File: config.mk
export PLATFORM = sky130hd
export DESIGN_NAME = clken_gen
export DESIGN_NICKNAME = d
export VERILOG_FILES = /design/src/rtl/clken_gen.sv
export SDC_FILE = /design/constraint.sdc
export NUM_CORES = 1
export LEC_CHECK = 0
export CAP_MARGIN = 0
export CORE_UTILIZATION = 45
export DETAILED_ROUTE_END_ITERATION = 6
export PLACE_DENSITY = 0.74
export SYNTH_ARGS = -nofsm -noshare
export SYNTH_HDL_FRONTEND = slang
export SYNTH_SLANG_ARGS = --single-unit
File: constraint.sdc
create_clock -name refclk -period 7.7 [get_ports refclk]
set_clock_uncertainty 0.2 [all_clocks]
set_input_delay 1.54 -clock refclk [delete_from_list [all_inputs] [get_ports refclk]]
set_output_delay 1.54 -clock refclk [all_outputs]
set_load 0.02 [all_outputs]
File: src/rtl/clken_gen.sv
// Fractional clock-enable generator: per-channel phase accumulators emit ce pulses at
// exactly inc/mod of refclk, gated by a synchronised PLL lock qualifier with settle time.
module clken_gen #(
  parameter int NUM_CH     = 3,
  parameter int ACC_W      = 16,
  parameter int SETTLE_CYC = 16,
  parameter logic [NUM_CH*ACC_W-1:0] INC_INIT = {ACC_W'(1), ACC_W'(1), ACC_W'(1)},
  parameter logic [NUM_CH*ACC_W-1:0] MOD_INIT = {ACC_W'(1), ACC_W'(2), ACC_W'(8)}
) (
  input  logic              refclk,
  input  logic              rst,
  input  logic              pll_locked,
  input  logic              cfg_we,
  input  logic [2:0]        cfg_ch,
  input  logic [ACC_W-1:0]  cfg_inc,
  input  logic [ACC_W-1:0]  cfg_mod,
  output logic [NUM_CH-1:0] ce,
  output logic              ready,
  output logic [7:0]        unlock_cnt
);

  typedef enum logic [1:0] {WAIT_LOCK, SETTLE, RUN} state_t;

  localparam logic [15:0] SETTLE_LAST = 16'(SETTLE_CYC - 1);

  state_t            state, state_nxt;
  logic              lk_meta, lk;
  logic [15:0]       settle_cnt;
  logic              run_step, lock_lost, ready_nxt;
  logic [ACC_W-1:0]  inc [NUM_CH];
  logic [ACC_W-1:0]  mod [NUM_CH];
  logic [ACC_W:0]    acc [NUM_CH];
  logic              step_hit [NUM_CH];
  logic [ACC_W:0]    step_acc [NUM_CH];

  function automatic logic [7:0] sat_inc8(input logic [7:0] v);
    return (v == 8'hFF) ? v : v + 8'd1;
  endfunction

  // Returns {pulse, next_acc}. When inc >= mod the rate is already one pulse per
  // cycle, so the accumulator is pinned at 0 to keep acc < mod and avoid wrap-around.
  function automatic logic [ACC_W+1:0] acc_step(input logic [ACC_W:0]   a,
                                                input logic [ACC_W-1:0] i,
                                                input logic [ACC_W-1:0] m);
    logic [ACC_W:0] s;
    s = a + {1'b0, i};
    if (i >= m)
      return {1'b1, {(ACC_W+1){1'b0}}};
    else if (s >= {1'b0, m})
      return {1'b1, s - {1'b0, m}};
    else
      return {1'b0, s};
  endfunction

  always_ff @(posedge refclk or posedge rst) begin
    if (rst) begin
      lk_meta <= 1'b0;
      lk      <= 1'b0;
      state   <= WAIT_LOCK;
    end else begin
      lk_meta <= pll_locked;
      lk      <= lk_meta;
      state   <= state_nxt;
    end
  end

  always_comb begin
    state_nxt = state;
    case (state)
      WAIT_LOCK: if (lk) state_nxt = SETTLE;
      SETTLE: begin
        if (!lk)                           state_nxt = WAIT_LOCK;
        else if (settle_cnt == SETTLE_LAST) state_nxt = RUN;
      end
      RUN:       if (!lk) state_nxt = WAIT_LOCK;
      default:   state_nxt = WAIT_LOCK;
    endcase
  end

  always_comb begin
    run_step  = (state == RUN) && lk;
    lock_lost = (state == RUN) && !lk;
    ready_nxt = (state_nxt == RUN);
  end

  always_comb begin
    for (int n = 0; n < NUM_CH; n++) begin
      {step_hit[n], step_acc[n]} = acc_step(acc[n], inc[n], mod[n]);
    end
  end

  // Control and status registers
  always_ff @(posedge refclk or posedge rst) begin
    if (rst) begin
      settle_cnt <= '0;
      ready      <= 1'b0;
      unlock_cnt <= '0;
    end else begin
      settle_cnt <= (state == SETTLE) ? settle_cnt + 16'd1 : 16'd0;
      ready      <= ready_nxt;
      if (lock_lost) unlock_cnt <= sat_inc8(unlock_cnt);
    end
  end

  // Per-channel configuration and phase accumulators
  always_ff @(posedge refclk or posedge rst) begin
    if (rst) begin
      for (int n = 0; n < NUM_CH; n++) begin
        inc[n] <= INC_INIT[n*ACC_W +: ACC_W];
        mod[n] <= MOD_INIT[n*ACC_W +: ACC_W];
        acc[n] <= '0;
        ce[n]  <= 1'b0;
      end
    end else begin
      for (int n = 0; n < NUM_CH; n++) begin
        if (cfg_we && (int'(cfg_ch) == n)) begin
          inc[n] <= cfg_inc;
          mod[n] <= cfg_mod;
          acc[n] <= '0;
          ce[n]  <= 1'b0;
        end else if (run_step && (inc[n] != '0) && (mod[n] != '0)) begin
          acc[n] <= step_acc[n];
          ce[n]  <= step_hit[n];
        end else begin
          acc[n] <= '0;
          ce[n]  <= 1'b0;
        end
      end
    end
  end

endmodule

# Word-level counts from Yosys, hierarchy flattened
# Cells that the tools add are included.
# word_totals
register_bits,179
latchBits,0
mem_bits_rw,0
mem_bits_ro,0
in_bits,39
out_inout_bits,12
mem_count,0
# op_classes
addsub,8
mul,0
n_div,0
order_cmp,6
n_eq_ne,7
shift,0
muxes,24
n_bitwise,1
reduce_logical,21
# op_table
operator,count
$mux W18,6
$mux W17,6
$reduce_bool A16 Y1,6
$add A17 B16 Y17,3
$ge A17 B16 Y1,3
$sub A17 B16 Y17,3
$ge A16 B16 Y1,3
$add A16 B1 Y16 const B,1
$eq A16 B4 Y1 const B,1
$mux W16,1
$logic_and A1 B1 Y1,11
$add A8 B1 Y8 const B,1
$eq A8 B8 Y1 const B,1
$mux W2,4
$mux W1,6
$pmux W2 S3,1
$eq A2 B2 Y1 const B,2
$eq A3 B2 Y1 const B,1
$eq A3 B3 Y1 const B,1
$logic_not A3 Y1,1
$eq A2 B1 Y1 const B,1
$logic_not A2 Y1,1
$reduce_and A2 Y1,1
$logic_not A1 Y1,1
$not A1 Y1,1

# Logic depth before layout (Yosys ltp)
# Gate-level depths: netlist of the first run.
# logic_depth
word_depth,6
ltp_mapped,19
ltp_nobuf,17

# Least setup slack after synthesis of the first run
# OpenSTA, ideal clock, no wires.
# synth_path
path_type,reg2reg
from,register inc[16] (netlist name)
to,register acc[22] (netlist name)
setup_time_ns,0.136
t_arrival_ns,3.998
required_ns,7.364
slack_ns,3.366
path_stages_with_launch,19
synth_period_minus_slack_ns,4.334
path_cell_list,dfstp_2 > ha_1 > inv_1 > fa_1 > nand2b_1 > a21oi_1 > o22ai_1 > o21ai_0 > xor2_1 > ha_1 > a21oi_1 > o21ai_0 > or3_1 > o211ai_1 > o22ai_1 > or3_1 > buf_2 > o21ai_1 > a21oi_1
# synth_between
elab_chain_len,6
word_cells_on_any_way,11
# synth_rtl
item,line_no,source
start: declaration,30,logic [ACC_W-1:0] inc [NUM_CH];
start signal: indexed assignment,109,inc[n] <= INC_INIT[n*ACC_W +: ACC_W];
start signal: indexed assignment,117,inc[n] <= cfg_inc;
$add A17 B16 Y17,46,"s = a + {1'b0, i};"
$sub A17 B16 Y17 / $ge A17 B16 Y1 (equally long branches),"50, 49",
$mux W18,49,"else if (s >= {1'b0, m})"
$mux W18,47,if (i >= m)
$mux W17 *,121,end else if (run_step && (inc[n] != '0) && (mod[n] != '0)) begin
$mux W17 *,116,if (cfg_we && (int'(cfg_ch) == n)) begin
end signal: indexed assignment,122,acc[n] <= step_acc[n];
end: declaration,32,logic [ACC_W:0] acc [NUM_CH];
# Every way passes the cells marked *; elsewhere a longest branch is shown, timed or not.
# A chain may end at the register's enable or synchronous reset.

# Worst setup path after layout of the first run
# layout_path
from,register inc[16] (netlist name)
to,register acc[31] (netlist name)
# Same word-level chain as after synthesis.

==> metrics.log, run 1 <==
INFO  metric route.detailed.wl_per_inst = 18.49 um
INFO  metric core_region_area = 28,010 sq um
INFO  metric fill_cells = 2,521
INFO  metric die_outline_area = 29,340 sq um
INFO  metric finish.utilization = 51.54%
INFO  metric grt_overflow_total = 0
INFO  metric synth_top_family_by_area = compound AO/OA/AOI/OAI gates
INFO  metric synth_area = 12,900 sq um
INFO  metric maxClockFrequency = 199.6 MHz
INFO  metric ys_ff_latch = 179
INFO  metric post-synth-top-area-fraction = 33.57%
INFO  metric post_synth_fa_ha_maj_area_fraction = 15.10%
INFO  metric antenna_found_initial = 0
INFO  metric final-setup-viol-count = 0
INFO  metric synth.area.mux_share = 4.570%
INFO  metric number_of_design_rule_violations_left_after_detail_routing = 0
INFO  metric hold_start = lk_meta$_DFF_PP0_
INFO  metric synth_cell_types = 71
INFO  metric holdBufCountCts = 0
INFO  metric yosys_warnings = 0
INFO  metric synthTopCellsByArea = sky130_fd_sc_hd__dfrtp_1, sky130_fd_sc_hd__ha_1, sky130_fd_sc_hd__xnor2_1
INFO  metric post_synth_and_or_nand_nor_area_fraction = 16.51%
INFO  metric timing.critical_path.from_type = flop
INFO  metric layout.nets = 1,644
INFO  metric slew-limit-headroom = 35.81%
INFO  metric preCtsSetupSlack = 2.766 ns
INFO  metric rsz0062_at_grt = no
INFO  metric post_synth_inst_count = 1,417
INFO  metric endpoint_kind = flop
INFO  metric first_global_vias = 10.74k
INFO  metric antenna_violating_nets_post_route = 0
INFO  metric synthArstFlopShare = 100.0%
INFO  metric ys_top_cells_by_count = sky130_fd_sc_hd__dfrtp_1, sky130_fd_sc_hd__ha_1, sky130_fd_sc_hd__a21oi_1
INFO  metric num_rows = 61
INFO  metric grt_pass1_wl = 56.12 mm
INFO  metric wirelength = 34.10 mm
INFO  metric vias_per_cell = 5.961
INFO  metric worst_r2r_startpoint = inc[16]$_DFFE_PP1P_
INFO  metric synth_sequential_area_ratio = 34.79%
INFO  metric worst-r2r-setup-slack = 2.69 ns
INFO  metric vertical_extent_of_the_die = 171.3 um
INFO  metric power_per_cell_area = 266.9 nW/um^2
INFO  metric p_leak = 0.006581 uW
INFO  metric synth-edff-count = 0
INFO  metric vdd.ir_drop.worst = 0.1753 mV
INFO  metric drt_first_pass_iters = 6
INFO  metric timing.hold.worst_path_depth = 0
INFO  metric timing.final.hold_violations = 0
INFO  metric comb_power_share = 44.9%
INFO  metric hold_path_end = lk$_DFF_PP0_
INFO  metric yosysMostFrequentCell = sky130_fd_sc_hd__dfrtp_1
INFO  metric area_growth = 11.94%
INFO  metric final_max_slew_viol_count = 0
INFO  metric syn_avg_cell_area = 9.101 sq um
INFO  metric clkLatencyLatePin = 0.45 ns
INFO  metric gp_congestion = 0.9521
INFO  metric post_cts_resize_count = 0
INFO  metric worstPathRequired = 7.79 ns
INFO  metric synthFlopType = sky130_fd_sc_hd__dfrtp_1
INFO  metric effective_utilization_at_floorplan = 46.04%
INFO  metric post_cts.repair.setup_buffers = 0
INFO  metric cts_sinks = 179
INFO  metric cts_tree = yes
INFO  metric clock_path_buffers = 2
INFO  metric worst_reg2reg_endpoint = acc[31]$_DFF_PP0_
INFO  metric tritoncts.num_buffers = 17
INFO  metric cts.htree.levels = 4
INFO  metric depth_of_the_most_critical_reg_to_reg_path = 17
INFO  metric via_count = 10.99k
INFO  metric diodes = 0
INFO  metric sequential_cell_fraction_of_total_power = 30.6%
INFO  metric p_int = 2260 uW
INFO  metric min_period = 5.009 ns
INFO  metric tightestPinTransition = 0.9628 ns
INFO  metric finalSetupTns = 0 ns
INFO  metric post_route_cells_drive_above_1_share = 7.435%
INFO  metric port_buffers = 50
INFO  metric power.switching = 1594 uW
INFO  metric cts-root-buf = sky130_fd_sc_hd__clkbuf_16
INFO  metric grt_start_max_net_pins = 108
INFO  metric synth_compound_area_share = 18.97%
INFO  metric final.setup.worst_slack = 2.691 ns
INFO  metric max-cap-violations = 0
INFO  metric synth.net_count = 1,608
INFO  metric num_io_pins = 51
INFO  metric status = finished clean
INFO  metric worst-path-max-fanout = 15
INFO  metric synthDominantAreaCellType = sky130_fd_sc_hd__dfrtp_1
INFO  metric crit_type = reg -> reg
INFO  metric globalRouteTotalUtil = 24.45%
INFO  metric die_w = 171.3 um
INFO  metric drt-initial-drc-count = 880
INFO  metric power.switching_fraction = 41.36%
INFO  metric power.share.clock = 24.5%
INFO  metric worst_min_delay_path_class = reg -> reg
INFO  metric path_clk_slew = 0.08 ns
INFO  metric fin_crit_sh = 65.05%
INFO  metric synthXorXnorAreaFrac = 6.180%
INFO  metric dp.final_hpwl = 26.07 mm
INFO  metric worst-endpoint-arrival = 5.10 ns
[state kept, by name (all words and copies together), names as in the netlist]
| name | flops |
|---|---|
| lk_meta | 1 |
| lk | 1 |
| ce | 3 |
| acc | 51 |
| settle_cnt | 16 |
| unlock_cnt | 8 |
| inc | 48 |
| ready | 1 |
| mod | 48 |
| state | 2 |
[metal layers]
metal / routed length (um) / GRT usage [%] / share of wire [%] / up-vias
met5: 0 / 0 / 0 / -
met4: 1206 / 10.09 / 3.5 / 0
met3: 1791 / 3.590 / 5.3 / 75
met2: 15960 / 40.07 / 47 / 327
met1: 15140 / 32.26 / 44 / 5334
li1: - / - / - / 5257
[cell families after synthesis]
| logic type | after synthesis |
|---|---|
| XOR/XNOR | 91 |
| adder cells (fa/ha/maj) | 152 |
| flip-flops | 179 |
| multiplexers | 53 |
| AO/OA/AOI/OAI | 399 |
| AND/OR/NAND/NOR | 417 |
| buffers and inverters | 126 |
[worst max path at each step]
stage                        start                end  slack, ns  depth (start not counted)
3_3_place_gp   inc[16]$_DFFE_PP1P_  acc[19]$_DFF_PP0_       2.92                         17
5_1_grt        inc[16]$_DFFE_PP1P_  acc[19]$_DFF_PP0_       2.24                         17
4_1_cts        inc[16]$_DFFE_PP1P_  acc[31]$_DFF_PP0_       2.76                         17
2_1_floorplan                  rst   acc[0]$_DFF_PP0_       1.11                          1
6_report       inc[16]$_DFFE_PP1P_  acc[31]$_DFF_PP0_       2.69                         17
3_5_place_dp   inc[16]$_DFFE_PP1P_  acc[31]$_DFF_PP0_       2.77                         17
[area by class of cell]
cell class / count / area (sq um) / area share [%]
Inverter: 86 / 327.8 / 2.271
Clock buffer: 17 / 425.4 / 2.947
Clock inverter: 15 / 225.2 / 1.560
Sequential cell: 179 / 4487 / 31.08
Multi-Input combinational cell: 1112 / 7945 / 55.04
Tap cell: 378 / 473.0 / 3.276
Timing Repair Buffer: 57 / 553.0 / 3.831
[power by group through the flow]
| stage | combinational, uW | sequential (uW) | clock (uW) |
|---|---|---|---|
| floorplan | 1330 | 1140 | 0 |
| global placement | 1630 | 1190 | 0 |
| detailed placement | 1680 | 1190 | 0 |
| CTS | 1700 | 1180 | 956 |
| global route | 1930 | 1190 | 992 |
| finish | 1730 | 1180 | 945 |
[critical path, stage by stage, from the launching register on]
cell                       delay (ns)
sky130_fd_sc_hd__dfstp_2         0.55
sky130_fd_sc_hd__ha_1            0.18
sky130_fd_sc_hd__inv_1           0.06
sky130_fd_sc_hd__fa_1            0.38
sky130_fd_sc_hd__nand2b_1        0.18
sky130_fd_sc_hd__a21oi_1         0.24
sky130_fd_sc_hd__o22ai_1         0.16
sky130_fd_sc_hd__o21ai_0         0.28
sky130_fd_sc_hd__xor2_1          0.22
sky130_fd_sc_hd__ha_1            0.31
sky130_fd_sc_hd__a21oi_1         0.16
sky130_fd_sc_hd__o21ai_0         0.17
sky130_fd_sc_hd__or3_1           0.36
sky130_fd_sc_hd__o211ai_1        0.22
sky130_fd_sc_hd__o22ai_1         0.17
sky130_fd_sc_hd__or3_1           0.64
sky130_fd_sc_hd__o22ai_1         0.27
sky130_fd_sc_hd__a21oi_1         0.09
[cells in the final DEF, fill, tap and decap left out, drive strengths merged, types with 50 or more instances in the layout]
cell,instances
nand2,101
a21oi,110
dfrtp,173
o21ai,133
ha,146
inv,93
nand3,67
nor2,69
xnor2,63
clkdlybuf4s50,50
[per-stage QoR]
stage               hold WS (ns)  total power (uW)  instances  area (sq um)
floorplan                 0.1312              2478       1417         12900
global placement          0.1358              2823       1812         13790
detailed placement        0.1432              2875       1812         13790
CTS                       0.1618              3837       1844         14440
global route              0.1851              4115       1844         14440
finish                    0.1567              3854       1844         14440
(Power assumes the default switching activity.)
==> run 2: changes to the inputs <==
- clock period: 7.7 -> 5.05 ns (I/O delays scaled with it)
==> run 2 against run 1 <==
The flow now finishes with violations (design-rule violations). Utilization up 0.16 points. Routed wire length up 0.23%. Sequential cell count unchanged. Sequential power up 53%. Global-route usage up 0.062 points. Fmax up 6.9%. Power up 51%. Non-clock buffer count up 8. Critical path type unchanged. Largest cell class unchanged. Highest routed layer unchanged.
==> metrics.log, run 2 (same netlist as run 1, synthesis figures left out) <==
INFO  metric grt_start_max_net_pins = 90 (was 108)
INFO  metric post_cts.repair.setup_buffers = 0 (unchanged)
INFO  metric largest_reg_by_ff_count = acc (unchanged)
INFO  metric holdBufCountCts = 0 (unchanged)
INFO  metric core_region_area = 28,010 sq um (unchanged)
INFO  metric area_growth = 12.28% (was 11.94%)
INFO  metric tritoncts.num_buffers = 17 (unchanged)
INFO  metric via_count = 10.91k (was 10.99k)
INFO  metric number_of_design_rule_violations_left_after_detail_routing = 3 (was 0)
INFO  metric final_common_cell = sky130_fd_sc_hd__dfrtp_1 (unchanged)
INFO  metric antenna_violating_nets_post_route = 0 (unchanged)
INFO  metric worstPathRequired = 5.15 ns (was 7.79 ns)
INFO  metric final-setup-viol-count = 0 (unchanged)
INFO  metric clkLatencyLatePin = 0.45 ns (about the same)
INFO  metric power_per_cell_area = 402.5 nW/um^2 (was 266.9 nW/um^2)
INFO  metric max-cap-violations = 0 (unchanged)
INFO  metric path_clk_slew = 0.08 ns (about the same)
INFO  metric worst-endpoint-arrival = 4.78 ns (was 5.10 ns)
INFO  metric tightestPinTransition = 1.172 ns (was 0.9628 ns)
INFO  metric cts_sinks = 179 (unchanged)
INFO  metric post_cts_resize_count = 0 (unchanged)
INFO  metric worst_r2r_startpoint = inc[16]$_DFFE_PP1P_ (unchanged)
INFO  metric timing.final.hold_violations = 0 (unchanged)
INFO  metric post_route_cells_drive_above_1_share = 8.005% (was 7.435%)
INFO  metric gp_congestion = 0.9063 (was 0.9521)
INFO  metric crit_top_cell = sky130_fd_sc_hd__o22ai_1
INFO  metric dp.final_hpwl = 26.31 mm (was 26.07 mm)
INFO  metric maxClockFrequency = 213.5 MHz (was 199.6 MHz)
INFO  metric grt_pass1_wl = 55.81 mm (was 56.12 mm)
INFO  metric cts-root-buf = sky130_fd_sc_hd__clkbuf_16 (unchanged)
INFO  metric cp_cell_sequence = ha_1, inv_1, fa_1, nand2b_1, a21oi_2, o22ai_1, o21ai_1, xor2_1, ha_1, a21oi_1, o21ai_0, or3_1, o211ai_1, o22ai_1, or3_1, buf_4, o22ai_1, a21oi_1 (was ha_1, inv_1, fa_1, nand2b_1, a21oi_1, o22ai_1, o21ai_0, xor2_1, ha_1, a21oi_1, o21ai_0, or3_1, o211ai_1, o22ai_1, or3_1, o22ai_1, a21oi_1)
INFO  metric globalRouteTotalUtil = 24.51% (was 24.45%)
INFO  metric route.detailed.wl_per_inst = 18.45 um (was 18.49 um)
INFO  metric die_w = 171.3 um (unchanged)
INFO  metric fill_cells = 2,546 (was 2,521)
INFO  metric final_max_slew_viol_count = 0 (unchanged)
INFO  metric p_total = 5828 uW (was 3854 uW)
INFO  metric slew-limit-headroom = 21.54% (was 35.81%)
INFO  metric timing.critical_path.slowest_stage_cell = sky130_fd_sc_hd__dfstp_2 (was sky130_fd_sc_hd__or3_1)
INFO  metric port_buffers = 50 (unchanged)
INFO  metric layout.nets = 1,652 (was 1,644)
INFO  metric fin_crit_sh = 92.76% (was 65.05%)
INFO  metric layout.cells.most_common_list = sky130_fd_sc_hd__dfrtp_1, sky130_fd_sc_hd__ha_1, sky130_fd_sc_hd__a21oi_1 (unchanged)
INFO  metric finish.utilization = 51.70% (was 51.54%)
INFO  metric worst_min_delay_path_class = reg -> reg (unchanged)
INFO  metric worst-path-max-fanout = 8 (was 15)
INFO  metric finalSetupTns = 0 ns (unchanged)
INFO  metric cts.htree.levels = 4 (unchanged)
INFO  metric wirelength = 34.18 mm (was 34.10 mm)
INFO  metric violated_checks = design-rule violations
INFO  metric first_global_vias = 10.65k (was 10.74k)
INFO  metric crit_type = reg -> reg (unchanged)
INFO  metric grt_overflow_total = 0 (unchanged)
INFO  metric diodes = 0 (unchanged)
INFO  metric footprint_of_the_multi_input_gates = 7949 sq um (was 7945 sq um)
INFO  metric endpoint_kind = flop (unchanged)
INFO  metric cts_tree = yes (unchanged)
INFO  metric largest_reg_flops = 51 (unchanged)
INFO  metric rsz0062_at_grt = no (unchanged)
INFO  metric num_rows = 61 (unchanged)
INFO  metric effective_utilization_at_floorplan = 46.04% (unchanged)
INFO  metric vias_per_cell = 5.889 (was 5.961)
INFO  metric cp_num_buf_inv = 2 (was 1)
INFO  metric die_outline_area = 29,340 sq um (unchanged)
INFO  metric antenna_found_initial = 0 (unchanged)
INFO  metric status = finished with violations (was finished clean)
INFO  metric largestRegisters = acc: 51 flops, inc: 48 flops, mod: 48 flops (unchanged)
INFO  metric setup.worst_path.start = inc[16]$_DFFE_PP1P_ (unchanged)
INFO  metric p_leak = 0.006603 uW (was 0.006581 uW)
INFO  metric vertical_extent_of_the_die = 171.3 um (unchanged)
INFO  metric num_io_pins = 51 (unchanged)
INFO  metric drt-initial-drc-count = 946 (was 880)
INFO  metric worst-r2r-setup-slack = 0.37 ns (was 2.69 ns)
INFO  metric layout.area.seq = 4487 sq um (unchanged)
INFO  metric cp_slowest_stage_delay = 0.56 ns (was 0.64 ns)
INFO  metric drt_first_pass_iters = 7 (was 6)
INFO  metric min_period = 4.685 ns (was 5.009 ns)
INFO  metric critical-path-top-delay-family = compound AO/OA/AOI/OAI gates (unchanged)
INFO  metric hold_start = lk_meta$_DFF_PP0_ (unchanged)
INFO  metric vdd.ir_drop.worst = 0.2816 mV (was 0.1753 mV)
INFO  metric timing.critical_path.from_type = flop (unchanged)
INFO  metric clock_path_buffers = 2 (unchanged)
## run 2: cell types whose count changed in the layout (fill, tap and decap cells not counted), moves of 2 or more
cell                         change
sky130_fd_sc_hd__buf_4           +6
sky130_fd_sc_hd__clkinvlp_4      +2
sky130_fd_sc_hd__clkinv_8        -2
sky130_fd_sc_hd__inv_8           +2
sky130_fd_sc_hd__inv_6           -2
sky130_fd_sc_hd__buf_12          +2
## run 2: through the flow
| stage | setup slack, ns | cell area (sq um) | instances | hold WS [ns] |
|---|---|---|---|---|
| after floorplan | 0.7159 | 12900 | 1417 | 0.1312 |
| after global placement | 0.3842 | 13870 | 1820 | 0.1336 |
| after detailed placement | 0.3065 | 13870 | 1820 | 0.1490 |
| after CTS | 0.2743 | 14480 | 1852 | 0.1669 |
| after global routing | 0.03217 | 14480 | 1852 | 0.1745 |
| final | 0.3654 | 14480 | 1852 | 0.1638 |
## run 2: power by group
part           total, uW  switching (uW)  internal (uW)
clock network       1360             683            675
registers           1800             190           1610
logic               2670            1530           1140
total               5830            2410           3420
## run 2: layout make-up
type	count	share of cell area [%]
well taps	378	3.266
inverters	86	2.255
flip-flops and latches	179	30.99
multi-input cells	1112	54.90
clock buffers	17	2.938
repair buffers	65	4.407
clock inverters	15	1.253
## run 2: worst reg2reg max path, cell delays in order, from the launching register on
cell and delay, ns:
sky130_fd_sc_hd__dfstp_2 0.56, sky130_fd_sc_hd__ha_1 0.20, sky130_fd_sc_hd__inv_1 0.07, sky130_fd_sc_hd__fa_1 0.39
sky130_fd_sc_hd__nand2b_1 0.20, sky130_fd_sc_hd__a21oi_2 0.20, sky130_fd_sc_hd__o22ai_1 0.15, sky130_fd_sc_hd__o21ai_1 0.20
sky130_fd_sc_hd__xor2_1 0.24, sky130_fd_sc_hd__ha_1 0.32, sky130_fd_sc_hd__a21oi_1 0.14, sky130_fd_sc_hd__o21ai_0 0.12
sky130_fd_sc_hd__or3_1 0.34, sky130_fd_sc_hd__o211ai_1 0.21, sky130_fd_sc_hd__o22ai_1 0.17, sky130_fd_sc_hd__or3_1 0.38
sky130_fd_sc_hd__buf_4 0.19, sky130_fd_sc_hd__o22ai_1 0.16, sky130_fd_sc_hd__a21oi_1 0.09
## run 2: worst paths after layout
path,cells after the start,endpoint
hold / removal,0,lk$_DFF_PP0_
max in group asynchronous,3,inc[0]$_DFFE_PP1P_
setup / recovery,18,acc[31]$_DFF_PP0_
min in group asynchronous,2,acc[20]$_DFF_PP0_
hold reg to reg,0,lk$_DFF_PP0_
setup reg to reg,18,acc[31]$_DFF_PP0_
## run 2: routing by layer
metal  global-route usage, %  share of wire (%)  vias up
li1                        -                  -     5262
met4                   9.977                3.7        0
met5                       0                  0        -
met2                   39.57                 46      351
met1                   32.48                 44     5215
met3                   4.234                5.7       78
